### src/rtl/multicycle_ctrl.sv
// Multicycle control unit: sequences FETCH/DECODE/EXECUTE/MEM/WB/BRANCH for the 16-bit datapath.
// Optional macro CTRL_TRAP_EN: illegal decodes enter TRAP with a sticky `illegal`; otherwise they retire as NOPs.
module multicycle_ctrl #(
    parameter int unsigned ALU_W       = 4,
    parameter int unsigned MEM_TIMEOUT = 15
) (
    input  logic             clk,
    input  logic             reset,
    input  logic [15:0]      instruction,
    input  logic [4:0]       flags,
    input  logic             mem_ready,
    output logic             irEn,
    output logic             pcRegEn,
    output logic             srcRegEn,
    output logic             dstRegEn,
    output logic             immRegEn,
    output logic             resultRegEn,
    output logic             regFileEn,
    output logic             flagEn,
    output logic             signEn,
    output logic             aluSrcSel,
    output logic [1:0]       wbSel,
    output logic [1:0]       pcSel,
    output logic [ALU_W-1:0] aluControl,
    output logic             memread,
    output logic             memwrite,
    output logic [2:0]       state,
    output logic             mem_timeout,
    output logic             illegal
);

    typedef enum logic [2:0] {
        FETCH   = 3'd0,
        DECODE  = 3'd1,
        EXECUTE = 3'd2,
        MEM     = 3'd3,
        WB      = 3'd4,
        BRANCH  = 3'd5,
        TRAP    = 3'd6
    } state_t;

    typedef enum logic [2:0] {
        K_ILL, K_ALU, K_LOAD, K_STOR, K_JAL, K_JCOND, K_BCOND
    } kind_t;

    localparam logic [3:0] OP_ADD = 4'd0;
    localparam logic [3:0] OP_SUB = 4'd1;
    localparam logic [3:0] OP_CMP = 4'd2;
    localparam logic [3:0] OP_AND = 4'd3;
    localparam logic [3:0] OP_OR  = 4'd4;
    localparam logic [3:0] OP_XOR = 4'd5;
    localparam logic [3:0] OP_MOV = 4'd6;
    localparam logic [3:0] OP_LSH = 4'd7;
    localparam logic [7:0] WAIT_MAX = 8'(MEM_TIMEOUT);

    state_t     state_q, state_d;
    logic [7:0] cnt_q, cnt_d;

    logic [3:0] op, cond, ext, code;
    logic       arith_ok;
    logic [3:0] arith_op;
    kind_t      kind;
    logic [3:0] alu_op;
    logic       use_imm, sign_ext, is_lui, no_wb, set_flags;
    logic       fn, fz, ff, fl, fc;
    logic       cond_true;
    logic       unused_src;

    assign op         = instruction[15:12];
    assign cond       = instruction[11:8];
    assign ext        = instruction[7:4];
    assign unused_src = ^instruction[3:0];
    assign {fn, fz, ff, fl, fc} = flags;

    // R-type selects the ALU op from ext, I-type from the opcode itself; both share one code table.
    assign code = (op == 4'b0000) ? ext : op;

    always_comb begin
        arith_ok = 1'b1;
        arith_op = OP_ADD;
        case (code)
            4'b0101: arith_op = OP_ADD;
            4'b1001: arith_op = OP_SUB;
            4'b1011: arith_op = OP_CMP;
            4'b0001: arith_op = OP_AND;
            4'b0010: arith_op = OP_OR;
            4'b0011: arith_op = OP_XOR;
            4'b1101: arith_op = OP_MOV;
            default: arith_ok = 1'b0;
        endcase
    end

    // Instruction class decode; IR is stable for the whole instruction so every state reuses it.
    always_comb begin
        kind     = K_ILL;
        alu_op   = OP_ADD;
        use_imm  = 1'b0;
        sign_ext = 1'b0;
        is_lui   = 1'b0;
        case (op)
            4'b0000: begin
                if (arith_ok) begin
                    kind   = K_ALU;
                    alu_op = arith_op;
                end
            end
            4'b0001, 4'b0010, 4'b0011, 4'b0101, 4'b1001, 4'b1011, 4'b1101: begin
                kind     = K_ALU;
                alu_op   = arith_op;
                use_imm  = 1'b1;
                sign_ext = (op == 4'b0101) || (op == 4'b1001) || (op == 4'b1011);
            end
            4'b1111: begin
                kind    = K_ALU;
                alu_op  = OP_MOV;
                use_imm = 1'b1;
                is_lui  = 1'b1;
            end
            4'b1000: begin
                if (ext == 4'b0100) begin
                    kind   = K_ALU;
                    alu_op = OP_LSH;
                end else if (ext[3:1] == 3'b000) begin
                    kind    = K_ALU;
                    alu_op  = OP_LSH;
                    use_imm = 1'b1;
                end
            end
            4'b0100: begin
                case (ext)
                    4'b0000: kind = K_LOAD;
                    4'b0100: kind = K_STOR;
                    4'b1000: kind = K_JAL;
                    4'b1100: kind = K_JCOND;
                    default: kind = K_ILL;
                endcase
            end
            4'b1100: kind = K_BCOND;
            default: kind = K_ILL;
        endcase
    end

    assign no_wb     = (kind == K_ALU) && (alu_op == OP_CMP);
    assign set_flags = (kind == K_ALU) && (alu_op <= OP_CMP);

    always_comb begin
        cond_true = 1'b0;
        case (cond)
            4'b0000: cond_true = fz;
            4'b0001: cond_true = !fz;
            4'b0010: cond_true = fc;
            4'b0011: cond_true = !fc;
            4'b0100: cond_true = fl;
            4'b0101: cond_true = !fl;
            4'b0110: cond_true = fn;
            4'b0111: cond_true = !fn;
            4'b1000: cond_true = ff;
            4'b1001: cond_true = !ff;
            4'b1010: cond_true = !fl && !fz;
            4'b1011: cond_true = fl || fz;
            4'b1100: cond_true = !fn && !fz;
            4'b1101: cond_true = fn || fz;
            4'b1110: cond_true = 1'b1;
            default: cond_true = 1'b0;
        endcase
    end

    always_ff @(posedge clk) begin
        if (reset) begin
            state_q <= FETCH;
            cnt_q   <= 8'd0;
        end else begin
            state_q <= state_d;
            cnt_q   <= cnt_d;
        end
    end

    // Next-state and per-state control outputs.
    always_comb begin
        state_d     = state_q;
        cnt_d       = cnt_q;
        irEn        = 1'b0;
        pcRegEn     = 1'b0;
        srcRegEn    = 1'b0;
        dstRegEn    = 1'b0;
        immRegEn    = 1'b0;
        resultRegEn = 1'b0;
        regFileEn   = 1'b0;
        flagEn      = 1'b0;
        signEn      = 1'b0;
        aluSrcSel   = 1'b0;
        wbSel       = 2'd0;
        pcSel       = 2'd0;
        aluControl  = '0;
        memread     = 1'b0;
        memwrite    = 1'b0;
        mem_timeout = 1'b0;
        case (state_q)
            FETCH: begin
                irEn    = 1'b1;
                state_d = DECODE;
            end
            DECODE: begin
                case (kind)
                    K_ALU: begin
                        srcRegEn = !use_imm;
                        immRegEn = use_imm;
                        dstRegEn = 1'b1;
                        signEn   = sign_ext;
                        state_d  = EXECUTE;
                    end
                    K_LOAD, K_STOR: begin
                        srcRegEn = 1'b1;
                        dstRegEn = 1'b1;
                        state_d  = MEM;
                    end
                    K_JAL, K_JCOND: begin
                        srcRegEn = 1'b1;
                        state_d  = BRANCH;
                    end
                    K_BCOND: begin
                        immRegEn = 1'b1;
                        signEn   = 1'b1;
                        state_d  = BRANCH;
                    end
                    default: begin
`ifdef CTRL_TRAP_EN
                        state_d = TRAP;
`else
                        state_d = WB;
`endif
                    end
                endcase
            end
            EXECUTE: begin
                aluControl  = ALU_W'(alu_op);
                aluSrcSel   = use_imm;
                resultRegEn = 1'b1;
                state_d     = WB;
            end
            WB: begin
                pcRegEn = 1'b1;
                case (kind)
                    K_ALU: begin
                        regFileEn = !no_wb;
                        flagEn    = set_flags;
                        wbSel     = is_lui ? 2'd3 : 2'd0;
                    end
                    K_LOAD: begin
                        regFileEn = 1'b1;
                        wbSel     = 2'd1;
                    end
                    default: ;
                endcase
                state_d = FETCH;
            end
            MEM: begin
                memread  = (kind == K_LOAD);
                memwrite = (kind == K_STOR);
                if (mem_ready) begin
                    cnt_d = 8'd0;
                    if (kind == K_LOAD) begin
                        state_d = WB;
                    end else begin
                        pcRegEn = 1'b1;
                        state_d = FETCH;
                    end
                end else if (cnt_q == WAIT_MAX) begin
                    mem_timeout = 1'b1;
                    pcRegEn     = 1'b1;
                    cnt_d       = 8'd0;
                    state_d     = FETCH;
                end else begin
                    cnt_d = cnt_q + 8'd1;
                end
            end
            BRANCH: begin
                pcRegEn = 1'b1;
                case (kind)
                    K_JAL: begin
                        regFileEn = 1'b1;
                        wbSel     = 2'd2;
                        pcSel     = 2'd2;
                    end
                    K_JCOND: pcSel = cond_true ? 2'd2 : 2'd0;
                    K_BCOND: pcSel = cond_true ? 2'd1 : 2'd0;
                    default: pcSel = 2'd0;
                endcase
                state_d = FETCH;
            end
            TRAP: begin
`ifdef CTRL_TRAP_EN
                state_d = TRAP;
`else
                state_d = FETCH;
`endif
            end
            default: state_d = FETCH;
        endcase
    end

    assign state = state_q;

`ifdef CTRL_TRAP_EN
    logic illegal_q;

    // Sticky until reset; set on the edge that enters TRAP.
    always_ff @(posedge clk) begin
        if (reset) begin
            illegal_q <= 1'b0;
        end else if (state_d == TRAP) begin
            illegal_q <= 1'b1;
        end
    end

    assign illegal = illegal_q;
`else
    assign illegal = 1'b0;
`endif

endmodule

### config.mk
export PLATFORM = sky130hd
export DESIGN_NAME = multicycle_ctrl
export DESIGN_NICKNAME = d
export VERILOG_FILES = /design/src/rtl/multicycle_ctrl.sv
export SDC_FILE = /design/constraint.sdc
export NUM_CORES = 1
export LEC_CHECK = 0
export CORE_MARGIN = 2
export CORE_UTILIZATION = 43
export DETAILED_ROUTE_END_ITERATION = 16
export PLACE_DENSITY_LB_ADDON = 0.1
export SETUP_SLACK_MARGIN = 0.5
export SLEW_MARGIN = 25
export SYNTH_ARGS = -nofsm -noshare
export SYNTH_HDL_FRONTEND = slang
export SYNTH_SLANG_ARGS = --single-unit
### constraint.sdc
create_clock -name clk -period 7.5 [get_ports clk]
set_input_delay 1.5 -clock clk [delete_from_list [all_inputs] [get_ports clk]]
set_output_delay 1.5 -clock clk [all_outputs]
set_load 0.01 [all_outputs]
After elaboration in Yosys (flattened, before gate mapping) --
Cells that the tools add are included.
Cells by class: add/subtract/negate cells 1, $lt $le $gt $ge 1, reductions and logical operators 28, muxes and demuxes 58, equal/unequal tests 49
Operators with widths (count):
- 4-bit == test, second input constant | 18
- 4-bit by 3-bit == test with 1-bit output, second input constant | 8
- 4-bit by 2-bit == test with 1-bit output, second input constant | 7
- 1-bit 2-to-1 mux | 27
- 3-bit one-hot mux with 4 select lines | 2
- 3-bit one-hot mux with 6 select lines | 1
- 8-bit 2-to-1 mux | 2
- 4-bit one-hot mux with 4 select lines | 1
- 3-bit == test, second input constant | 5
- 3-bit 2-to-1 mux | 5
- 1-bit one-hot mux with 15 select lines | 1
- 3-bit one-hot mux with 5 select lines | 1
- 1-bit one-hot mux with 2 select lines | 7
- 7-bit OR reduction | 2
- 3-bit by 2-bit == test with 1-bit output, second input constant | 4
- 4-bit by 1-bit == test with 1-bit output, second input constant | 3
- 4-bit zero test | 3
- 4-bit 2-to-1 mux | 3
- 3-bit one-hot mux with 3 select lines | 1
- 8-bit by 1-bit adder with 8-bit output, second input constant | 1
- 8-bit by 4-bit == test with 1-bit output, second input constant | 1
- 2-bit 2-to-1 mux | 4
- 2-bit one-hot mux with 2 select lines | 2
- 8-bit OR reduction | 1
- other kinds (11) | 27
Word-level totals: word-level logic and storage cells 139, flip-flop bits (word level) 11

Logic depth before layout (Yosys ltp) --
depth after elaboration 12, depth in mapped cells 6, depth with buffers taken out 6

Least setup slack after synthesis --
No wires, ideal clock.
path kind input to output, start input instruction[14], end output aluControl[2], required time 6.000 ns, arrival time 3.098 ns, path slack 2.902 ns, cell stages on the path 5, cells stage by stage buf_6 > or4b_4 > and2_0 > or4_1 > a31oi_1
On the way: cells in the longest elaborated chain, start to end 8, elaborated cells on any way between the ends 25
RTL lines:
- start, declared | RTL line 9 | input logic [15:0] instruction,
- 4-bit zero test | RTL line 76, 100
- 4-bit 2-to-1 mux | RTL line 76 | assign code = (op == 4'b0000) ? ext : op;
- 4-bit == test (tied with other cells) | RTL line 81 | case (code)
- 7-bit OR reduction (no line)
- 1-bit 2-to-1 mux | RTL line 81
- 4-bit 2-to-1 mux | RTL line 102 | if (arith_ok) begin
- 4-bit one-hot mux with 4 select lines * | RTL line 100 | case (op)
- 4-bit 2-to-1 mux * | RTL line 198 | case (state_q)
- end, declared | RTL line 24 | output logic [ALU_W-1:0] aluControl,
Mark *: on every way between the ends. The rest lies on a longest branch, timed or not.

Worst setup path in the final report --
start input instruction[12], end output aluControl[2]
Same word-level chain as after synthesis.

==> reports/results.txt <==
Die Y = 58.21 um
total power = 0.0001779 W
Synth area leader = dfxtp_1
die area = 3388 um2
Mean Syn Cell Area = 7.180 um2
Final period util = 0.7711
DP Cell Count = 242
routed wire length per instance = 14.28 um
Final setup viols = 0
commonest register cell after synthesis = dfxtp_1
Seq/Total Area, Yosys = 0.1743
root buffer cell = clkbuf_4
Num CTS Buffers = 3
remaining global-route overflow = 0
Setup TNS = 0 ns
Fmax = 172.9 MHz
vias per cell = 6.057
Pwr Density = 104.3 nW/um2
most frequent cell on the critical path = clkdlybuf4s50_1
detailed-router iteration count before antenna repair = 4
PortBufs = 42
Final min period = 5.784 ns
P_leak = 0.6222 nW
top cell type's share of synthesized area = 0.1743
Worst Setup Start Kind = input port
row cnt = 19
worst reg2reg endpoint = state[2]$_SDFFE_PP0P_
skew final = 0.004766 ns
Arr. time, crit path = 4.28 ns
GRT Total Usage = 0.2184
Max stage delay on crit path = 0.64 ns
1st-iter DRT viols = 114
post-CTS sizing = 0
Max Root-Sink Buffers = 2
core area = 2781 um2
Final ANT Viol Nets = 0
Final Hold Viols = 0
post-synth cell types = 53
P&R area growth vs syn = 34.95%
Worst path slowest cell = clkdlybuf4s50_1
peak supply drop = 0.1040 mV
reg2reg path depth = 4
CTS tree = yes
endpoint type of the worst setup path = primary output
Top Ports = 49
H-tree depth = 1
Detailed Place HPWL = 2704 um
initial antenna violation count = 0
fin cells = 246
asr flop ratio synth = 0
Commonest cells post-synth = nor2_1 (21), a21oi_1 (12), dfxtp_1 (11)
Mapped Area = 1264 um2
warnings from Yosys = 0
Reg2Reg Launch Point = state[0]$_SDFFE_PP0P_
drt drc = 0
Worst-Skew Late Latency = 0.28 ns
critical path launch point = instruction[12]
post-layout util = 0.6131
critical path data required time = 6.00 ns
Cells after Synth = 176
Post CTS Setup Buffer Count = 0
max-cap viol count = 0
share of post-route cells with drive strength above 1 = 0.06047
RSZ-0062 raised after global routing = false
R2R Setup Slk = 5.73 ns
Area contributors post-synth = dfxtp_1 (17%), nor2_1 (6.2%), a21oi_1 (4.8%), nor3b_1 (4.2%), nor3_1 (4.0%)
global placer's final weighted congestion = 0.8772
number of synthesized flops with an enable pin = 0
CTS Sinks = 11
Chip Width = 58.21 um
first-pass GRT wire length = 5892 um
Final nets = 241
starting density of the core = 0.4543
# hold bufs at CTS = 0
outcome = finished, final reports clean
antenna cell count = 0
clock transition at the registers of the reported paths = 0.07 ns
DR vias = 1490
most frequent cell after synthesis = nor2_1
HP Class = reg2reg
crit-path cells = clkdlybuf4s50_1 > or4b_4 > and2_0 > or4_1 > a31oi_1 > clkdlybuf4s50_1
Critical path destination = aluControl[2]
crit-path max FO = 13
vias in the first global route = 1282
largest net degree at the start of global routing = 14
Yosys reg bits = 11
CP Class = in2out
WL final = 3513 um
max-slew violations = 0
## power breakdown
part | internal, W | switching (W) | leakage (nW)
registers | 0.0000601 | 0.00000437 | 0.0891
clock network | 0.0000207 | 0.0000207 | 0.0150
logic | 0.0000367 | 0.0000354 | 0.518
## state kept, by name (all words and copies together), names as in the netlist
register	count
cnt_q	8
state	3
## layout make-up
cell class	count	area [um2]
clock buffers	4	26.28
repair buffers	42	420.4
fillers	255	1076
inverters	7	26.28
well taps	31	38.79
flip-flops and latches	11	220.2
multi-input cells	151	973.4
## how the worst min path moves through the flow
stage	from	endpoint	slack [ns]	depth (start not counted)
final	cnt_q[2]$_SDFFE_PP0P_	cnt_q[2]$_SDFFE_PP0P_	0.54	2
after global routing	cnt_q[2]$_SDFFE_PP0P_	cnt_q[2]$_SDFFE_PP0P_	0.55	2
after CTS	cnt_q[2]$_SDFFE_PP0P_	cnt_q[2]$_SDFFE_PP0P_	0.53	2
after detailed placement	cnt_q[2]$_SDFFE_PP0P_	cnt_q[2]$_SDFFE_PP0P_	0.52	2
after global placement	cnt_q[7]$_SDFFE_PP0P_	cnt_q[7]$_SDFFE_PP0P_	0.50	2
after floorplan	cnt_q[2]$_SDFFE_PP0P_	cnt_q[2]$_SDFFE_PP0P_	0.48	2
## cell usage in the layout, fill, tap and decap left out, drive strengths merged, types with 2 or more instances in the layout
| cell | netlist | final |
|---|---|---|
| a211oi | 3 | 3 |
| a21oi | 12 | 12 |
| a31oi | 4 | 4 |
| and2 | 2 | 2 |
| and3 | 5 | 5 |
| clkbuf | 2 | 4 |
| clkdlybuf4s50 | 0 | 42 |
| conb | 1 | 2 |
| dfxtp | 11 | 11 |
| inv | 7 | 7 |
| mux2i | 4 | 4 |
| nand2 | 10 | 10 |
| nand2b | 7 | 7 |
| nand3 | 9 | 9 |
| nand3b | 2 | 2 |
| nand4 | 3 | 3 |
| nor2 | 21 | 21 |
| nor2b | 3 | 3 |
| nor3 | 10 | 10 |
| nor3b | 8 | 8 |
| nor4 | 3 | 3 |
| o211a | 4 | 4 |
| o21ai | 6 | 6 |
| o31ai | 2 | 2 |
| or2 | 2 | 2 |
| or4 | 2 | 2 |
| or4b | 2 | 2 |
| xnor2 | 5 | 5 |
| xor2 | 5 | 5 |
## kinds of logic after synthesis
| family | synth area share |
|---|---|
| AOI/OAI and AO/OA | 0.2178 |
| DFF | 0.1743 |
| and+or+nand+nor | 0.4178 |
| adders and majority gates | 0.009899 |
| xor gates and xnor gates | 0.06930 |
| buffers and inverters | 0.05842 |
| muxes | 0.04950 |
| other | 0.002967 |
## per-layer routing
layer	global-route usage	wire, um	up-vias
li1	-	-	727
met1	0.3035	1652	698
met2	0.3539	1611	60
met3	0.04241	222	5
met4	0.03987	26	0
met5	0	0	-
## critical path, delay by kind of cell
family,cells,cell delay (ns)
buf+inv,2,1.20
simple gates,3,1.41
compound gates,1,0.17
## per-stage QoR
stage	area, um2	worst slack (ns)	hold slack [ns]
finish	1705	1.716	0.5402
global route	1705	1.565	0.5496
CTS	1705	1.736	0.5309
detailed placement	1679	1.732	0.5192
global placement	1679	1.761	0.4957
floorplan	1267	2.902	0.4775
Note: power is estimated with default switching activity, not from simulation.
